$ cat config.mk
export PLATFORM = sky130hd
export DESIGN_NAME = demux_ctrl
export DESIGN_NICKNAME = d
export VERILOG_FILES = /design/src/rtl/demux_ctrl_pkg.sv /design/src/rtl/demux_ctrl_demux.sv /design/src/rtl/demux_ctrl.sv
export SDC_FILE = /design/constraint.sdc
export NUM_CORES = 1
export LEC_CHECK = 0
export ABC_AREA = 1
export CAP_MARGIN = 20
export CORE_MARGIN = 10
export CORE_UTILIZATION = 30
export DETAILED_ROUTE_END_ITERATION = 16
export GPL_TIMING_DRIVEN = 1
export PLACE_DENSITY = 0.61
export SYNTH_ARGS = -nofsm -noshare
export SYNTH_HDL_FRONTEND = slang
export SYNTH_SLANG_ARGS = --single-unit
$ cat constraint.sdc
create_clock -name clk -period 1.47 [get_ports clk]
set_input_delay 0.147 -clock clk [delete_from_list [all_inputs] [get_ports clk]]
set_output_delay 0.147 -clock clk [all_outputs]
set_load 0.01 [all_outputs]
$ cat src/rtl/demux_ctrl_pkg.sv
// Shared definitions for the demux sequencer: state encoding, destination field
// position and destination count.
package demux_ctrl_pkg;

    localparam int unsigned NUM_DEST       = 4;
    localparam int unsigned DEST_BITS      = 2;
    localparam int unsigned DEMUX_SEL_BITS = 2;

    typedef enum logic [2:0] {
        ST_RESET  = 3'd0,
        ST_INIT   = 3'd1,
        ST_IDLE   = 3'd2,
        ST_ACTIVE = 3'd3,
        ST_ERROR  = 3'd4
    } state_t;

    // Destination lives in the two top bits of every word.
    function automatic int unsigned dest_msb(input int unsigned data_bits);
        return data_bits - 1;
    endfunction

    function automatic int unsigned dest_lsb(input int unsigned data_bits);
        return data_bits - DEST_BITS;
    endfunction

endpackage

$ cat src/rtl/demux_ctrl_demux.sv
// 1-to-4 demux output stage: routes data to the selected output when enabled,
// all outputs are zero otherwise.
module demux_ctrl_demux #(
    parameter int unsigned DATA_BITS = 6,
    parameter int unsigned SEL_BITS  = 2
) (
    input  logic                 enb,
    input  logic [SEL_BITS-1:0]  sel,
    input  logic [DATA_BITS-1:0] data,
    output logic [DATA_BITS-1:0] salida0,
    output logic [DATA_BITS-1:0] salida1,
    output logic [DATA_BITS-1:0] salida2,
    output logic [DATA_BITS-1:0] salida3
);

    always_comb begin
        salida0 = '0;
        salida1 = '0;
        salida2 = '0;
        salida3 = '0;
        if (enb) begin
            case (sel)
                SEL_BITS'(0): salida0 = data;
                SEL_BITS'(1): salida1 = data;
                SEL_BITS'(2): salida2 = data;
                SEL_BITS'(3): salida3 = data;
                default: ;
            endcase
        end
    end

endmodule

$ cat src/rtl/demux_ctrl.sv
// Drains the source FIFO into four destination FIFOs through the demux stage,
// with per-destination push counters, idle and sticky overflow flags.
module demux_ctrl
    import demux_ctrl_pkg::*;
#(
    parameter int unsigned DATA_BITS = 6,
    parameter int unsigned CNT_BITS  = 8
) (
    input  logic                 clk,
    input  logic                 reset_L,
    input  logic                 init,
    input  logic                 fifo_empty,
    input  logic [DATA_BITS-1:0] fifo_data,
    input  logic [NUM_DEST-1:0]  almost_full,
    input  logic [NUM_DEST-1:0]  full,
    output logic                 fifo_pop,
    output logic [NUM_DEST-1:0]  push,
    output logic [DATA_BITS-1:0] salida0,
    output logic [DATA_BITS-1:0] salida1,
    output logic [DATA_BITS-1:0] salida2,
    output logic [DATA_BITS-1:0] salida3,
    output logic                 idle,
    output logic                 error,
    output logic [CNT_BITS-1:0]  cnt0,
    output logic [CNT_BITS-1:0]  cnt1,
    output logic [CNT_BITS-1:0]  cnt2,
    output logic [CNT_BITS-1:0]  cnt3
);

    localparam int unsigned DEST_MSB = dest_msb(DATA_BITS);
    localparam int unsigned DEST_LSB = dest_lsb(DATA_BITS);

    state_t                 state;
    state_t                 next_state;
    logic [DEST_BITS-1:0]   dest;
    logic                   can_pop;
    logic                   overflow;
    logic [NUM_DEST-1:0]    push_d;

    logic                   enb;
    logic [DEST_BITS-1:0]   sel;
    logic [DATA_BITS-1:0]   data;
    logic [CNT_BITS-1:0]    cnt_q [NUM_DEST];

    assign dest     = fifo_data[DEST_MSB:DEST_LSB];
    assign overflow = |(push & full);

    // State register
    always_ff @(posedge clk or negedge reset_L) begin
        if (!reset_L) begin
            state <= ST_RESET;
        end else begin
            state <= next_state;
        end
    end

    // Next state and combinational pop; an overflow outranks a concurrent init
    always_comb begin
        next_state = state;
        fifo_pop   = 1'b0;
        can_pop    = !init && !fifo_empty && !almost_full[dest];
        push_d     = '0;
        push_d[dest] = 1'b1;
        case (state)
            ST_RESET: next_state = ST_INIT;
            ST_INIT: begin
                if (!init) next_state = ST_IDLE;
            end
            ST_IDLE: begin
                fifo_pop = can_pop;
                if (overflow)        next_state = ST_ERROR;
                else if (init)       next_state = ST_INIT;
                else if (!fifo_empty) next_state = ST_ACTIVE;
            end
            ST_ACTIVE: begin
                fifo_pop = can_pop;
                if (overflow)                     next_state = ST_ERROR;
                else if (init)                    next_state = ST_INIT;
                else if (fifo_empty && push == '0) next_state = ST_IDLE;
            end
            ST_ERROR: begin
                if (init) next_state = ST_INIT;
            end
            default: next_state = ST_RESET;
        endcase
    end

    // Output stage feeding the demux; data and sel hold between pops
    always_ff @(posedge clk or negedge reset_L) begin
        if (!reset_L) begin
            enb  <= 1'b0;
            sel  <= '0;
            data <= '0;
            push <= '0;
        end else begin
            enb  <= fifo_pop;
            push <= fifo_pop ? push_d : '0;
            if (fifo_pop) begin
                sel  <= dest;
                data <= fifo_data;
            end
        end
    end

    // Counters, sticky error and idle flag
    always_ff @(posedge clk or negedge reset_L) begin
        if (!reset_L) begin
            for (int unsigned d = 0; d < NUM_DEST; d++) cnt_q[d] <= '0;
            error <= 1'b0;
            idle  <= 1'b0;
        end else begin
            if (state == ST_INIT) begin
                for (int unsigned d = 0; d < NUM_DEST; d++) cnt_q[d] <= '0;
                error <= 1'b0;
            end else begin
                for (int unsigned d = 0; d < NUM_DEST; d++) begin
                    if (push[d]) cnt_q[d] <= cnt_q[d] + CNT_BITS'(1);
                end
                if (overflow && (state == ST_IDLE || state == ST_ACTIVE)) error <= 1'b1;
            end
            idle <= (state == ST_IDLE) && (next_state == ST_IDLE) && !fifo_pop;
        end
    end

    assign cnt0 = cnt_q[0];
    assign cnt1 = cnt_q[1];
    assign cnt2 = cnt_q[2];
    assign cnt3 = cnt_q[3];

    demux_ctrl_demux #(
        .DATA_BITS (DATA_BITS),
        .SEL_BITS  (DEMUX_SEL_BITS)
    ) u_demux (
        .enb     (enb),
        .sel     (DEMUX_SEL_BITS'(sel)),
        .data    (data),
        .salida0 (salida0),
        .salida1 (salida1),
        .salida2 (salida2),
        .salida3 (salida3)
    );

endmodule

; ---- Word level (Yosys, flattened, before mapping)
; Index checks and enable logic that the tools add are counted.
[classes]
bitwise_logic = 1
reduce_logical = 22
order_cmp = 2
add_sub_neg = 4
mux = 30
n_eq_ne = 8
[ops]
columns = op, count
row1 = 6-bit two-way mux, 8
row2 = "8-bit by 1-bit adder with 8-bit output, second input constant", 4
row3 = 32-bit two-way mux, 1
row4 = 8-bit two-way mux, 4
row5 = 3-bit two-way mux, 8
row6 = 3-bit one-hot mux with 5 select lines, 1
row7 = 2-bit nonzero test, 5
row8 = "3-bit by 2-bit == test with 1-bit output, second input constant", 3
row9 = 1-bit logical AND, 7
row10 = 1-bit two-way mux, 5
row11 = 4-bit bitwise AND, 1
row12 = "2-bit == test, second input constant", 2
row13 = 1-bit logical NOT, 4
row14 = 4-bit logical NOT, 1
row15 = 4-bit two-way mux, 1
row16 = 4-bit OR reduction, 1
row17 = "3-bit by 1-bit == test with 1-bit output, second input constant", 1
row18 = "3-bit == test, second input constant", 1
row19 = 3-bit logical NOT, 1
row20 = "2-bit by 3-bit less-than comparator with 1-bit output, second input constant", 1
row21 = 1-bit binary-select mux with 2-bit select, 1
row22 = 1-bit demux with 2-bit select, 1
row23 = "2-bit by 1-bit == test with 1-bit output, second input constant", 1
row24 = "2-bit by 1-bit greater-or-equal comparator with 1-bit output, second input constant", 1
row25 = other kinds (3), 3
[totals]
input_bits = 18
output_inout_bits = 63
ff_bits = 50

; ---- Longest topological paths before layout
; Gate-level depths: netlist (run 1).
[logic_depth]
depth_word = 9
mapped_depth = 9
depth_no_buf = 8

; ---- By module
; A second synthesis (run 1) with hierarchy kept.
[unflattened]
hier_cells = 329
hier_area_um2 = 2524.9
[modules_own_cells]
columns = mod, seq_area_each_um2, area_per_inst_um2, instances, cells_each
row1 = demux_ctrl, 1201.2, 2389.8, 1, 293
row2 = demux_ctrl_demux, 0.0, 135.1, 1, 36

; ---- Least setup slack after synthesis (run 1)
; No wires, ideal clock.
[synth_timing]
path_type = reg2out
from = reg sel[1]
to = out salida3[0]
stages_incl_launch_ff = 5
setup_slack_ps = 188
t_required_ps = 1323
path_buffers = 0
arrival_ps = 1135
path_cell_list = dfrtp_1 inv_1 nor3_1 inv_1 nor2_1
[synth_via]
elab_chain_cells = 3
[synth_rtl]
columns = item, line_no
row1 = from (decl), demux_ctrl.sv:41  ; logic [DEST_BITS-1:0] sel;
row2 = from (signal assigned), demux_ctrl.sv:99  ; sel <= dest;
row3 = 2-bit == test, demux_ctrl_demux.sv:22  ; case (sel)
row4 = 6-bit two-way mux, demux_ctrl_demux.sv:22
row5 = 6-bit two-way mux, demux_ctrl_demux.sv:21  ; if (enb) begin
row6 = to (decl), demux_ctrl.sv:21  ; output logic [DATA_BITS-1:0] salida3,
; Every way passes these cells.

; ---- Worst setup path after layout (run 1)
[layout_timing]
from = reg sel[0]
to = out salida3[2]
; Same word-level chain as after synthesis.

==> results of run 1 <==
## worst max-delay path: cells and delay by family, from the launching register on
family	cells	cell delay, ns
AND/OR/NAND/NOR	2	0.23
buffers and inverters	4	0.39
flip-flops	1	0.37
## layout by cell type, fill, tap and decap left out, drive strengths merged
cell type and count:
dlygate4sd2 5, o21ai 22, dlygate4sd3 1, inv 56, clkdlybuf4s50 46, nor2 55, bufinv 1, conb 4
dfrtp 48, ha 4, o31ai 1, nand3b 1, clkbuf 9, nand3 19, nand2 61, and2 1
a31oi 6, buf 60, a21oi 16, nor4 3, dlymetal6s2s 3, nor3 21, xnor2 1, nand4 4
## worst max-delay path by stage
stage / from / to / slack (ns) / depth (start not counted)
after global placement: fifo_data[5] / fifo_pop / -0.30 / 6
after CTS: sel[1] / salida3[2] / -0.04 / 6
after floorplan: sel[1] / salida3[0] / 0.19 / 4
final: sel[0] / salida3[2] / 0.04 / 6
after detailed placement: fifo_data[5] / fifo_pop / -0.36 / 6
after global routing: sel[0] / salida3[3] / -0.07 / 6
## power groups by stage
stage	clock (mW)	combinational, mW	sequential (mW)
global placement	0	1.10	1.53
CTS	1.08	1.13	1.50
global route	1.13	1.50	1.53
floorplan	0	0.700	1.52
finish	1.04	1.36	1.51
detailed placement	0	1.11	1.53
## metrics by stage
stage	setup WS, ns	hold WS, ns	instance area [µm²]	util [%]	instances
2_1_floorplan	0.188	-0.149	2610	-	337
3_5_place_dp	-0.360	0.151	3560	42.7	527
3_3_place_gp	-0.303	0.150	3560	42.7	527
5_1_grt	-0.0693	0.281	3850	46.1	553
6_report	0.0410	0.241	3850	46.1	553
4_1_cts	-0.0402	0.232	3660	43.8	540
## area by class of cell
class                   count  area, µm²  share of cell area [%]
clock inverters             1       30.0                   0.780
well taps                 105        131                    3.41
clock buffers               7       96.3                    2.50
flip-flops and latches     48       1210                    31.4
inverters                  56        213                    5.53
multi-input cells         219       1180                    30.7
repair buffers            117        988                    25.7
## logic make-up (layout without fill, tap and decap cells)
kind of cell             after synthesis  count (layout)  synth area share [%]
flip-flops                            48              48                  46.2
other                                  1               4                 0.144
XOR/XNOR                               1               1                 0.337
adder cells (fa/ha/maj)                4               4                  1.93
AO/OA/AOI/OAI                         45              45                  9.91
buffers and inverters                 70             181                  12.8
AND/OR/NAND/NOR                      165             165                  28.7
## synth_stat cells
cell type	number	share of area, %
nand3_1	16	3.1
inv_2	2	0.29
nand2_2	6	1.4
buf_8	1	0.58
and2_1	1	0.24
o21ai_2	3	1.0
a21oi_4	1	0.63
a31oi_1	6	1.4
dfrtp_1	48	46
o21ai_1	3	0.58
nand3b_1	1	0.29
buf_6	4	1.7
nand4_1	4	0.96
nor2_1	52	7.5
nor4_1	3	0.72
nor2_4	3	1.3
o21ai_0	16	3.1
conb_1	1	0.14
buf_2	2	0.39
o31ai_1	1	0.29
buf_4	7	2.0
a21oi_1	15	2.9
ha_1	4	1.9
xnor2_1	1	0.34
nand2_1	55	7.9
nor3_1	21	4.0
inv_1	54	7.8
nand3_2	3	1.2
## flip-flops by register name, summed over array words and instances (netlist names)
signal	cells
cnt2	8
cnt0	8
idle	1
enb	1
error	1
state	3
data	4
push	4
cnt3	8
cnt1	8
sel	2
## layer usage
metal	track usage, %	share of wire, %
met1	12.2	45
met3	5.92	11
met4	2.28	0.66
met5	0	0
met2	16.7	44
## what timing repair did
item / CTS / global route
hold buffers: 1 / 0
buffers inserted: 4 / 13
hold endpoints to repair: 48 / 0
endpoints found under the setup margin: 31 / 37
gates cloned: 0 / 0
pin swaps: 2 / 9
resized for setup: 91 / 40
==> metrics.txt, run 1 <==
syn avg cell area just under 8 µm²; Clock Tree Buf Depth 2; flop and latch count out of synthesis 48; drt pass-1 iters 4; drt first-iter violations 104; Sw Ratio approximately a third; FF-to-FF setup slack ~0.1 ns; Worst EP required 1.32 ns; sequential power share between 30 and 40%; hold_sp fifo_data[5]; logic gate share of total power between 30% and 40%; sequential share of the synthesized area between 40% and 50%; Power per Cell Area 1020 nW/µm²; Setup CP Type reg -> out; YS warnings 0; setup_tns 0 ns; unrepaired setup endpoints after global routing true; run status finished clean; Max Slew Vio Count 0; DP HPWL roughly 5400 µm; IO Count a little over 80; htree depth 2; wire length per cell around 13 µm; drt via density about 4.6; global-route wire length before repair 11400 µm; critical path peak fanout 4; antenna cells 0; CTS tree done; Vias around 2.5k; Antenna Violating Nets Remaining 0; Reg2Reg Depth 8; max frequency about 700 MHz; largest net degree at the start of global routing 28; Crit. End Element output port; worst-skew pair later-pin latency about 0.3 ns; core box area between 8000 and 9000 µm²; number of remaining DRC errors 0; clock root buffer clkbuf_8; die area between 10000 and 15000 µm²; Placer Congestion around 0.81; Final setup viols 0; final total power 3.91 mW; Post-Route Skew between 0.01 and 0.015 ns; final wirelength around 7000 µm; nets approximately 470; Worst Hold Depth 2; Clk pwr share 26.7%; number of buffers created by CTS 5; leakage 1.92 nW; CP Cell Sequence inv_2 > nor3_2 > buf_4 > inv_4 > nor2_2 > buf_2; # rows 33; die height about 110 µm; R2R Path Start state[1]; Area Growth Syn to Fin 48.0%; Hold Vio Cnt, Final 0; VDD IR max slightly above 500 µV; # clock sinks 48; Mapped Cells roughly 330; Post-Syn Area 2600 µm²; worst reg2reg endpoint cnt0[1]; max incr delay on CP about 0.37 ns; Final Cycle Share just under 100%; Hold Crit Class in -> reg; PortBufs 76; vias in the first global route ~2.4k; initial core utilization a little under a third; CP max stage cell dfrtp_1; Critical Path AT around 1.3 ns; Setup crit start kind flip-flop; library cells used by synthesis 28; Internal Power approximately 2.6 mW; Switch Pwr 1.30 mW; Worst Hold Path EP push[1]; initial antenna violation count 0; Worst-path clk slew 0.10 ns; Max-Cap Viols 0; Global Route Usage Sum 10.5%; Tmin final ~1.4 ns; Die W ~110 µm; share of cells above drive strength 1 between 20% and 30%; grt ovf 0; Fillers roughly 830
(Power assumes the default switching activity.)
==> run 2: changes to the inputs <==
--- a/config.mk
+++ b/config.mk
@@ -6,7 +6,6 @@
 export NUM_CORES = 1
 export LEC_CHECK = 0
 export ABC_AREA = 1
-export CAP_MARGIN = 20
 export CORE_MARGIN = 10
 export CORE_UTILIZATION = 30
 export DETAILED_ROUTE_END_ITERATION = 16
==> results of run 2 <==
Same layout as run 1: the final DEF is identical, and so are final timing and power.
